### src/rtl/cbus_rr_arbiter.sv
// CBus requester arbiter: funnels NUM_INPUTS cbus masters onto one downstream
// port, holding the grant for a whole burst (until oresp.last or requester abort).
// Arbitration is fixed-priority or round-robin, with an age override that
// force-grants any requester that has lost MAX_WAIT rounds in a row.

package cbus_pkg;
    typedef struct packed {
        logic        valid;
        logic        write;
        logic [15:0] addr;
        logic [31:0] wdata;
        logic [3:0]  wstrb;
    } cbus_req_t;

    typedef struct packed {
        logic        valid;
        logic        last;
        logic [31:0] rdata;
    } cbus_resp_t;
endpackage

// state | meaning
// IDLE  | no grant; oreq idle; picks a winner when any requester is valid
// BUSY  | index owns the downstream port until last or its valid drops
module cbus_rr_arbiter
    import cbus_pkg::*;
#(
    parameter int NUM_INPUTS = 2,
    parameter int RR_MODE    = 1,
    parameter int MAX_WAIT   = 4
) (
    input  logic       clk,
    input  logic       reset,
    input  cbus_req_t  ireqs  [NUM_INPUTS],
    output cbus_resp_t iresps [NUM_INPUTS],
    output cbus_req_t  oreq,
    input  cbus_resp_t oresp,
    output logic       grant_valid,
    output logic [((NUM_INPUTS > 1) ? $clog2(NUM_INPUTS) : 1)-1:0] grant_index
);

    localparam int AGE_W = $clog2(MAX_WAIT + 1);
    localparam int IDX_W = (NUM_INPUTS > 1) ? $clog2(NUM_INPUTS) : 1;

    typedef enum logic {
        IDLE = 1'b0,
        BUSY = 1'b1
    } state_t;

    state_t             state_q, state_d;
    logic [IDX_W-1:0]   index_q, index_d;
    logic [IDX_W-1:0]   rr_ptr_q, rr_ptr_d;
    logic [AGE_W-1:0]   age_q [NUM_INPUTS];
    logic [AGE_W-1:0]   age_d [NUM_INPUTS];
    logic [IDX_W-1:0]   winner;
    logic               any_valid;

    // Winner select: starved requesters first, then fixed or rotating priority.
    always_comb begin
        logic             aged_found;
        logic             found;
        logic [IDX_W-1:0] sel;
        int               j;
        winner     = '0;
        any_valid  = 1'b0;
        aged_found = 1'b0;
        found      = 1'b0;
        sel        = '0;
        j          = 0;
        for (int i = 0; i < NUM_INPUTS; i++) begin
            if (ireqs[i].valid) begin
                any_valid = 1'b1;
            end
        end
        for (int i = 0; i < NUM_INPUTS; i++) begin
            if (!aged_found && ireqs[i].valid && (age_q[i] >= AGE_W'(MAX_WAIT))) begin
                aged_found = 1'b1;
                winner     = IDX_W'(i);
            end
        end
        if (!aged_found) begin
            if (RR_MODE == 0) begin
                for (int i = 0; i < NUM_INPUTS; i++) begin
                    if (!found && ireqs[i].valid) begin
                        found  = 1'b1;
                        winner = IDX_W'(i);
                    end
                end
            end else begin
                for (int k = 0; k < NUM_INPUTS; k++) begin
                    j = int'(rr_ptr_q) + k;
                    if (j >= NUM_INPUTS) begin
                        j = j - NUM_INPUTS;
                    end
                    sel = IDX_W'(j);
                    if (!found && ireqs[sel].valid) begin
                        found  = 1'b1;
                        winner = sel;
                    end
                end
            end
        end
    end

    // Next-state, age bookkeeping and the burst passthrough muxes.
    always_comb begin
        state_d  = state_q;
        index_d  = index_q;
        rr_ptr_d = rr_ptr_q;
        age_d    = age_q;
        oreq     = '0;
        for (int i = 0; i < NUM_INPUTS; i++) begin
            iresps[i] = '0;
        end
        case (state_q)
            IDLE: begin
                if (any_valid) begin
                    state_d = BUSY;
                    index_d = winner;
                    for (int i = 0; i < NUM_INPUTS; i++) begin
                        if (IDX_W'(i) == winner) begin
                            age_d[i] = '0;
                        end else if (ireqs[i].valid) begin
                            age_d[i] = (age_q[i] >= AGE_W'(MAX_WAIT)) ? AGE_W'(MAX_WAIT)
                                                                      : age_q[i] + 1'b1;
                        end else begin
                            age_d[i] = '0;
                        end
                    end
                end
            end
            BUSY: begin
                // Passthrough keeps write data/strobes live for the whole burst.
                oreq            = ireqs[index_q];
                iresps[index_q] = oresp;
                // Completion and abort both release; coinciding is one release.
                if (oresp.last || !ireqs[index_q].valid) begin
                    state_d  = IDLE;
                    rr_ptr_d = ((int'(index_q) + 1) >= NUM_INPUTS) ? '0 : index_q + 1'b1;
                end
            end
            default: begin
                state_d = IDLE;
            end
        endcase
    end

    // State register with synchronous active-low clear.
    always_ff @(posedge clk) begin
        if (!reset) begin
            state_q  <= IDLE;
            index_q  <= '0;
            rr_ptr_q <= '0;
            for (int i = 0; i < NUM_INPUTS; i++) begin
                age_q[i] <= '0;
            end
        end else begin
            state_q  <= state_d;
            index_q  <= index_d;
            rr_ptr_q <= rr_ptr_d;
            for (int i = 0; i < NUM_INPUTS; i++) begin
                age_q[i] <= age_d[i];
            end
        end
    end

    assign grant_valid = (state_q == BUSY);
    assign grant_index = index_q;

endmodule

### config.mk
export PLATFORM = sky130hd
export DESIGN_NAME = cbus_rr_arbiter
export DESIGN_NICKNAME = d
export VERILOG_FILES = /design/src/rtl/cbus_rr_arbiter.sv
export SDC_FILE = /design/constraint.sdc
export NUM_CORES = 1
export LEC_CHECK = 0
export ABC_AREA = 1
export BUFFER_PORTS_ARGS = -buffer_cell sky130_fd_sc_hd__buf_2
export CORE_AREA = 2 2 104 106
export CTS_BUF_LIST = sky130_fd_sc_hd__clkbuf_4 sky130_fd_sc_hd__clkbuf_8
export DETAILED_ROUTE_END_ITERATION = 8
export DIE_AREA = 0 0 106 108
export REMOVE_ABC_BUFFERS = 1
export SYNTH_ARGS = -nofsm -noshare
export SYNTH_HDL_FRONTEND = slang
export SYNTH_SLANG_ARGS = --single-unit
### constraint.sdc
create_clock -name clk -period 0.9 [get_ports clk]
set_input_delay 0.18 -clock clk [delete_from_list [all_inputs] [get_ports clk]]
set_output_delay 0.18 -clock clk [all_outputs]
set_load 0.01 [all_outputs]
======== After elaboration in Yosys (flattened, before gate mapping) ========
Index checks and enable logic that the tools add are counted.
cells by class
  add/subtract/negate cells ............... 7
  order comparisons ....................... 9
  muxes and demuxes ....................... 37
  bitwise logic cells ..................... 5
  reductions and logical operators ........ 11
operator list
  operator                                                            number
  two-way mux 54 bit                                                  10
  bitwise AND 68 bit                                                  1
  two-way mux 68 bit                                                  1
  demux 34 bit (select 1 bit)                                         1
  two-way mux 34 bit                                                  1
  two-way mux 3 bit                                                   6
  two-way mux 1 bit                                                   17
  greater-or-equal comparator 2 bit (second input constant)           5
  adder 3 x 1 -> 3 bit (second input constant)                        2
  greater-or-equal comparator 3 bit (second input constant)           2
  inverter 1 -> 2 bit                                                 3
  logical AND 1 bit                                                   5
  adder 1 x 1 -> 2 bit (second input constant)                        2
  AND reduction 2 bit                                                 2
  zero test 1 bit                                                     3
  greater-or-equal comparator 1 x 2 -> 1 bit (second input constant)  1
  less-than comparator 2 x 1 -> 1 bit (second input constant)         1
  case mux 1 bit (2 select lines)                                     1
  subtractor 1 bit (second input constant)                            2
  adder 1 bit (second input constant)                                 1
  logical OR 1 bit                                                    1
  inverter 1 bit                                                      1
word-level totals
  bits in registers ....................... 9
  input port bits ......................... 144
  output and inout port bits .............. 124

======== Depth between registers and ports, before layout ========
Gate-level depths: netlist (run 1).
  word-level depth ........................ 19
  mapped depth ............................ 8
  gate-level depth less buffers ........... 8

======== Worst setup path before layout (run 1) ========
Ideal clock, no wire load.
  path type ............................... register to output
  start point ............................. register index_q, in the netlist grant_index
  end point ............................... output port oreq[10] in the netlist's numbering
  arrival ................................. 1.031 ns
  required time ........................... 0.720 ns
  path slack .............................. -0.311 ns
  cell stages (with the launch flop) ...... 5
  cell sequence ........................... dfxtp_1 -> buf_4 -> buf_6 -> nand2_1 -> a21oi_1
RTL lines
  item                    RTL line  text
  start, declared         51        logic [IDX_W-1:0] index_q, index_d;
  start signal, assigned  159       index_q <= index_d;
  end, declared           36        output cbus_req_t oreq,

==> impl_results.md, run 1 <==
* Status: finished with violations
* Failing checks: negative setup slack
* Cts hold-fix bufs at 0
* Gp weighted congestion at 0.7773
* Mux contribution to synthesized area at 0
* Final period util at 1.615
* Most frequent cells in the layout: 266 x buf_2, 94 x nand2_1, 54 x nor2_1
* GRT Overall Usage at 0.1419
* WL per Instance at 12.40 microns
* Sequential fraction of the synthesis area at 0.1060
* Crit Path Max Fanout at 8
* PortBufs at 267
* M3 GR Usage at 0.01869
* Synth Area in Simple Gates at 0.4757
* Site Rows at 37
* Final setup skew at 1.827 ps
* Overall Power at 2.960 mW
* Clock transition at path regs at 50 ps
* Share of layout cells above drive strength 1 at 0.6402
* # fillers at 1109
* Required time worst endpoint at 720 ps
* Avg Inst Size Synth at 4.746 sq um
* Detailed Routing Iterations Pass 1 at 4
* Clock sinks at 9
* F_max at 688.1 MHz
* CP Data Arrival Time at 1270 ps
* Syn. warnings at 0
* Number of synthesized register bits at 9
* Synth area leader: nand2_1
* Endpoints failing hold at 0
* Main combinational cell family by area after synthesis: simple AND/OR/NAND/NOR gates
* DRT Wirelength at 9.645 mm
* Slew HR at 0.8172
* Power per cell area at 742.2 nW/um^2
* Worst-Skew Late Latency at 240 ps
* Core footprint at 10230 sq um
* Worst-case clock buffer depth at 2
* Number of vias per cell at 4.085
* CTS buffer count at 3
* Post-Synth Adder-Cell Area at 0.02946
* Vias in the first global route at 2684
* Initial antenna violation count at 0
* Largest net degree at the start of global routing at 32
* Ranking of synthesized cells by area: nand2_1 27%, a21oi_1 18%, nor2_1 17%, dfxtp_1 11%, inv_1 9.9%
* Final net count at 791
* Worst setup margin at -553.4 ps
* Synthesized area at 1699 sq um
* HPWL Detailed at 7.128 mm
* First-pass GRT wire length at 13.32 mm
* I/O pin cnt at 268
* Via count at 3178
* GRT busiest layer: met2
* Endpoints failing setup at 133
* Tmin final at 1453 ps
* Die width at 106 microns
* XOR/XNOR Fraction of Synth Area at 0
* Final setup TNS at -61300 ps
* DRT antenna net count at 0
* FF/Latch Area at 198.9 sq um
* Clock tree from TritonCTS: built
* Syn Inst Count at 358
* GR Util met1 at 0.1778
* Pleak at 2.434 nW
* Hold Crit Class: in2reg
* Ant diodes at 0
* Critical path class: reg2out
* Post-synthesis compound-gate area fraction at 0.1915
* Area grow syn2layout at 134.7%
* Synth cell types at 15
* Slew Limit Fails at 0
* Htree depth at 1
* Multi-input logic area at 1516 sq um
* Max Cap Viol at 0
* Startpoint Class: register
* Worst-Margin Slew at 274.2 ps
* Yosys top cell area share at 0.2651
* Die Ht at 108 microns
* VDD IR-drop max at 393.1 uV
* Commonest non-fill, non-tap cell in the layout: buf_2
* Critical Path Sink Type: output pin
* Initial Util at 0.1661
* Congestion Overflow GR at 0
* Number of DRC markers in iteration 0 at 142
* RSZ-0062 raised after global routing: true
* Root Driver: clkbuf_8
* DRC Markers at 0
* Die Area at 11450 sq um
* M2 GR Usage at 0.2613
## worst paths after layout
path	startpoint	to	slack, ps	cells past startpoint
max reg2reg	grant_index$_SDFFE_PN0P_	rr_ptr_q$_SDFFE_PN0P_	-210	6
min	reset	age_q[0]$_SDFFE_PN0P_	220	3
min reg2reg	rr_ptr_q$_SDFFE_PN0P_	rr_ptr_q$_SDFFE_PN0P_	510	2
max	grant_index$_SDFFE_PN0P_	oreq[23]	-550	5
## logic make-up after synthesis
logic type | Yosys count
buf+inv | 72
compound gates | 65
simple gates | 208
flops | 9
fa+ha+maj | 4
## area by class of cell
type | instances | share of cell area
clock buffers | 4 | 0.01224
well taps | 136 | 0.04267
inverters | 49 | 0.04864
repair buffers | 303 | 0.4663
multi-input cells | 277 | 0.3803
flip-flops and latches | 9 | 0.04989
## power breakdown
group | switching [mW] | internal (mW) | total, mW
Sequential | 0.0275 | 0.418 | 0.445
Combinational | 1.06 | 0.933 | 2.00
Clock | 0.177 | 0.340 | 0.517
Total | 1.27 | 1.69 | 2.96
## state kept, by name (all words and copies together), names as in the netlist
signal       flops
age_q            6
grant_index      1
grant_valid      1
rr_ptr_q         1
## synthesized netlist by cell type (all sizes together)
| library cell | instances |
|---|---|
| a21oi | 60 |
| buf | 23 |
| dfxtp | 9 |
| ha | 4 |
| inv | 49 |
| nand2 | 123 |
| nand3 | 4 |
| nand4 | 4 |
| nor2 | 77 |
| o21ai | 5 |
## per-layer routing
metal  part of all wire  vias up  wire length (microns)
li1                   -     1655                      -
met1               0.40     1383                   3879
met2               0.52      129                   4992
met3              0.070       11                    674
met4              0.010        0                     98
met5                  0        -                      0
## metrics by stage
step	hold slack, ps	utilization	setup slack, ps	std cells	cell area (sq um)
floorplan	300.8	-	-1818	335	1548
finish	223.6	0.3898	-553.4	778	3988
global placement	475.3	0.3238	-365.9	764	3313
detailed placement	474.6	0.3238	-361.3	764	3313
CTS	222.7	0.3569	-545.3	774	3651
global route	236.8	0.3898	-602.2	778	3988
## critical path, cell delays in order (launching register included)
cell and delay [ps]:
dfxtp_4 400, buf_12 160, buf_8 140, nand2_2 60, a21oi_2 120, buf_2 140
## timing repair
action                     4_1_cts  5_1_grt
gates cloned                     2        4
buffers inserted                 4        2
setup endpoints to repair      133      133
pin swaps                       15       30
resized for setup               60       78
Note: power is estimated with default switching activity, not from simulation.
==> inputs of run 2 (changes only) <==
Settings changed: ABC_AREA 1 to unset.
==> impl_results.md, run 2 <==
* DRT Wirelength at 10.53 mm (+9.2%)
* Tmin final at 1534 ps (+80.34 ps)
* Required time worst endpoint at 720 ps (about the same)
* F_max at 652.0 MHz (-5.2%)
* Detailed Routing Iterations Pass 1 at 5 (+1)
* Pleak at 2.382 nW (-2.1%)
* Ranking of synthesized cells by area: mux2i_1 27%, nor2b_1 17%, and2_1 11%, and3_1 11%, dfxtp_1 9.3%
* Worst path top cell family by delay: buffers and inverters
* Crit Path Max Fanout at 6 (-2)
* Largest Register: age_q
* GRT Overall Usage at 0.1472 (+0.005331)
* Die Area at 11450 sq um (unchanged)
* Max Cap Viol at 0 (unchanged)
* CP max-delay cell: dfxtp_4
* Clock tree from TritonCTS: built
* Htree depth at 1 (unchanged)
* Finished Cell Area at 4597 sq um (+15%)
* VDD IR-drop max at 338.8 uV (-14%)
* Max reg flops at 6 (unchanged)
* Clock transition at path regs at 50 ps (about the same)
* Worst path cell trace: buf_12, buf_16, mux2i_1, nor2b_1, buf_2
* Syn Inst Count at 252 (-30%)
* I/O pin cnt at 268 (unchanged)
* Clock sinks at 9 (unchanged)
* Critical path class: reg2out
* PortBufs at 267 (unchanged)
* DRC Markers at 0 (unchanged)
* CP Data Arrival Time at 1350 ps (+80 ps)
* Initial Util at 0.1888 (+0.02275)
* Congestion Overflow GR at 0 (unchanged)
* Power per cell area at 716.7 nW/um^2 (-3.4%)
* # fillers at 968 (-13%)
* RSZ-0062 raised after global routing: true
* Critical Path Sink Type: output pin
* Worst setup margin at -633.7 ps (-80.34 ps)
* Status: finished with violations
* Die width at 106 microns (unchanged)
* Slew HR at 0.7925 (-0.02468)
* Yosys top cell area share at 0.2746 (+0.009516)
* Post-Place Cells at 654 (-14%)
* Most frequent cell after synthesis: nor2b_1
* Buffers and inverters on the worst path at 3 (unchanged)
* Startpoint Class: register
* Slowest stage delay, CP at 380 ps (-20 ps)
* Die Ht at 108 microns (unchanged)
* Hold Crit Class: in2reg
* Slew Limit Fails at 0 (unchanged)
* DRT antenna net count at 0 (unchanged)
* Post-synth top cells: 54 x nor2b_1, 53 x mux2i_1, 34 x and2_1
* Commonest non-fill, non-tap cell in the layout: buf_2
* Fraction of registers with async set/reset at 0 (unchanged)
* Avg Inst Size Synth at 7.666 sq um (+62%)
* Number of DRC markers in iteration 0 at 108 (-24%)
* Initial antenna violation count at 2 (+2)
* First-pass GRT wire length at 13.53 mm (+1.6%)
* Synth area leader: mux2i_1
* Area grow syn2layout at 138.0%
* EDFF count, synth at 0 (unchanged)
* Number of vias per cell at 4.335 (+6.1%)
* Via count at 2978 (-6.3%)
* Worst-case clock buffer depth at 2 (unchanged)
* Largest net degree at the start of global routing at 43 (+34%)
* Final setup skew at 2.490 ps (+0.6635 ps)
* Synthesized area at 1932 sq um (+14%)
* HPWL Detailed at 6.946 mm (-2.6%)
* Worst-Margin Slew at 310.9 ps (+36.68 ps)
* Syn. warnings at 0 (unchanged)
* CTS buffer count at 3 (unchanged)
* Placed instance area at 3505 sq um (+5.8%)
* Site Rows at 37 (unchanged)
* Final period util at 1.704 (+0.08926)
* WL per Instance at 15.33 microns (+24%)
* Cts hold-fix bufs at 0 (unchanged)
* Vias in the first global route at 2779 (+3.5%)
* Worst-Skew Late Latency at 240 ps (about the same)
* Failing checks: negative setup slack
* Gp weighted congestion at 0.7761 (-0.15%)
* Synth cell types at 28 (+13)
* Most frequent cells in the layout: 229 x buf_2, 54 x nor2b_1, 48 x mux2i_1
* Prevailing post-synth register cell: dfxtp_1
* Endpoints failing setup at 133 (unchanged)
* Share of layout cells above drive strength 1 at 0.6782 (+0.03799)
* Number of synthesized register bits at 9 (unchanged)
* Root Driver: clkbuf_8
* Endpoints failing hold at 0 (unchanged)
* Sequential fraction of the synthesis area at 0.09326 (-0.01277)
* Non-Filler Instances at 687 (-12%)
* Core footprint at 10230 sq um (unchanged)
* Final net count at 699 (-12%)
==> run 2: layout make-up <==
| cell class | count | area [sq um] | share of cell area |
|---|---|---|---|
| sequential | 9 | 187.7 | 0.04083 |
| clock buffer | 4 | 48.80 | 0.01062 |
| multi-input combinational | 213 | 1773 | 0.3857 |
| inverter | 7 | 26.28 | 0.005716 |
| timing repair buffer | 317 | 2389 | 0.5196 |
| antenna | 1 | 2.502 | 0.0005444 |
| tap | 136 | 170.2 | 0.03702 |
==> run 2: cells by family (layout without fill, tap and decap cells) <==
logic type                 count (synthesis)  count (layout)  synth area share
adders and majority gates                  4               4           0.02591
and+or+nand+nor                          138             138            0.4424
muxes                                     54              54            0.2817
buffers and inverters                     30             328           0.09327
other                                      0               1                 0
DFF                                        9               9           0.09326
AOI/OAI and AO/OA                         17              17           0.06348
==> run 2: where the power goes <==
group          total [mW]  switching [mW]  internal (mW)
combinational        2.34           0.995           1.35
sequential          0.434          0.0182          0.415
clock               0.519           0.179          0.340
total                3.29            1.19           2.10
==> run 2: final timing paths <==
| check | end | slack (ps) | cells past startpoint | from |
|---|---|---|---|---|
| worst max register to register | age_q[1]$_SDFFE_PN0P_ | -330 | 5 | grant_valid$_SDFF_PN0_ |
| worst max-delay path | oreq[23] | -630 | 5 | grant_index$_SDFFE_PN0P_ |
| worst min-delay path | rr_ptr_q$_SDFFE_PN0P_ | 210 | 3 | reset |
| worst min register to register | age_q[1]$_SDFFE_PN0P_ | 490 | 2 | age_q[1]$_SDFFE_PN0P_ |
==> run 2: timing repair <==
action	CTS	global route
buffers inserted	13	3
endpoints found under the setup margin	133	133
resized for setup	56	73
cloned	8	8
pin swaps	11	9
==> run 2: per-stage QoR <==
| stage | setup TNS (ps) | power (mW) | hold WS, ps | util | worst slack [ps] |
|---|---|---|---|---|---|
| detailed placement | -37320 | 2.109 | 447.1 | 0.3425 | -405.7 |
| CTS | -73520 | 3.077 | 200.2 | 0.4044 | -653.4 |
| global placement | -35190 | 2.081 | 452.5 | 0.3425 | -367.5 |
| finish | -73360 | 3.295 | 205.1 | 0.4493 | -633.7 |
| floorplan | -290470 | 1.268 | 321.0 | - | -2381 |
| global route | -81070 | 3.498 | 221.4 | 0.4493 | -687.6 |
==> run 2: layer usage <==
layer  global-route usage  part of all wire  vias up
li1                     -                 -     1449
met1               0.1615              0.36     1363
met2               0.2968              0.55      153
met3              0.02170             0.070       11
met4              0.03195             0.012        2
met5                    0            0.0012        -
==> run 2: tightest hold or removal path: cells and delay by family <==
kind / cells / cell delay [ps]
AO/OA/AOI/OAI: 1 / 60
buffers and inverters: 1 / 100
AND/OR/NAND/NOR: 1 / 50
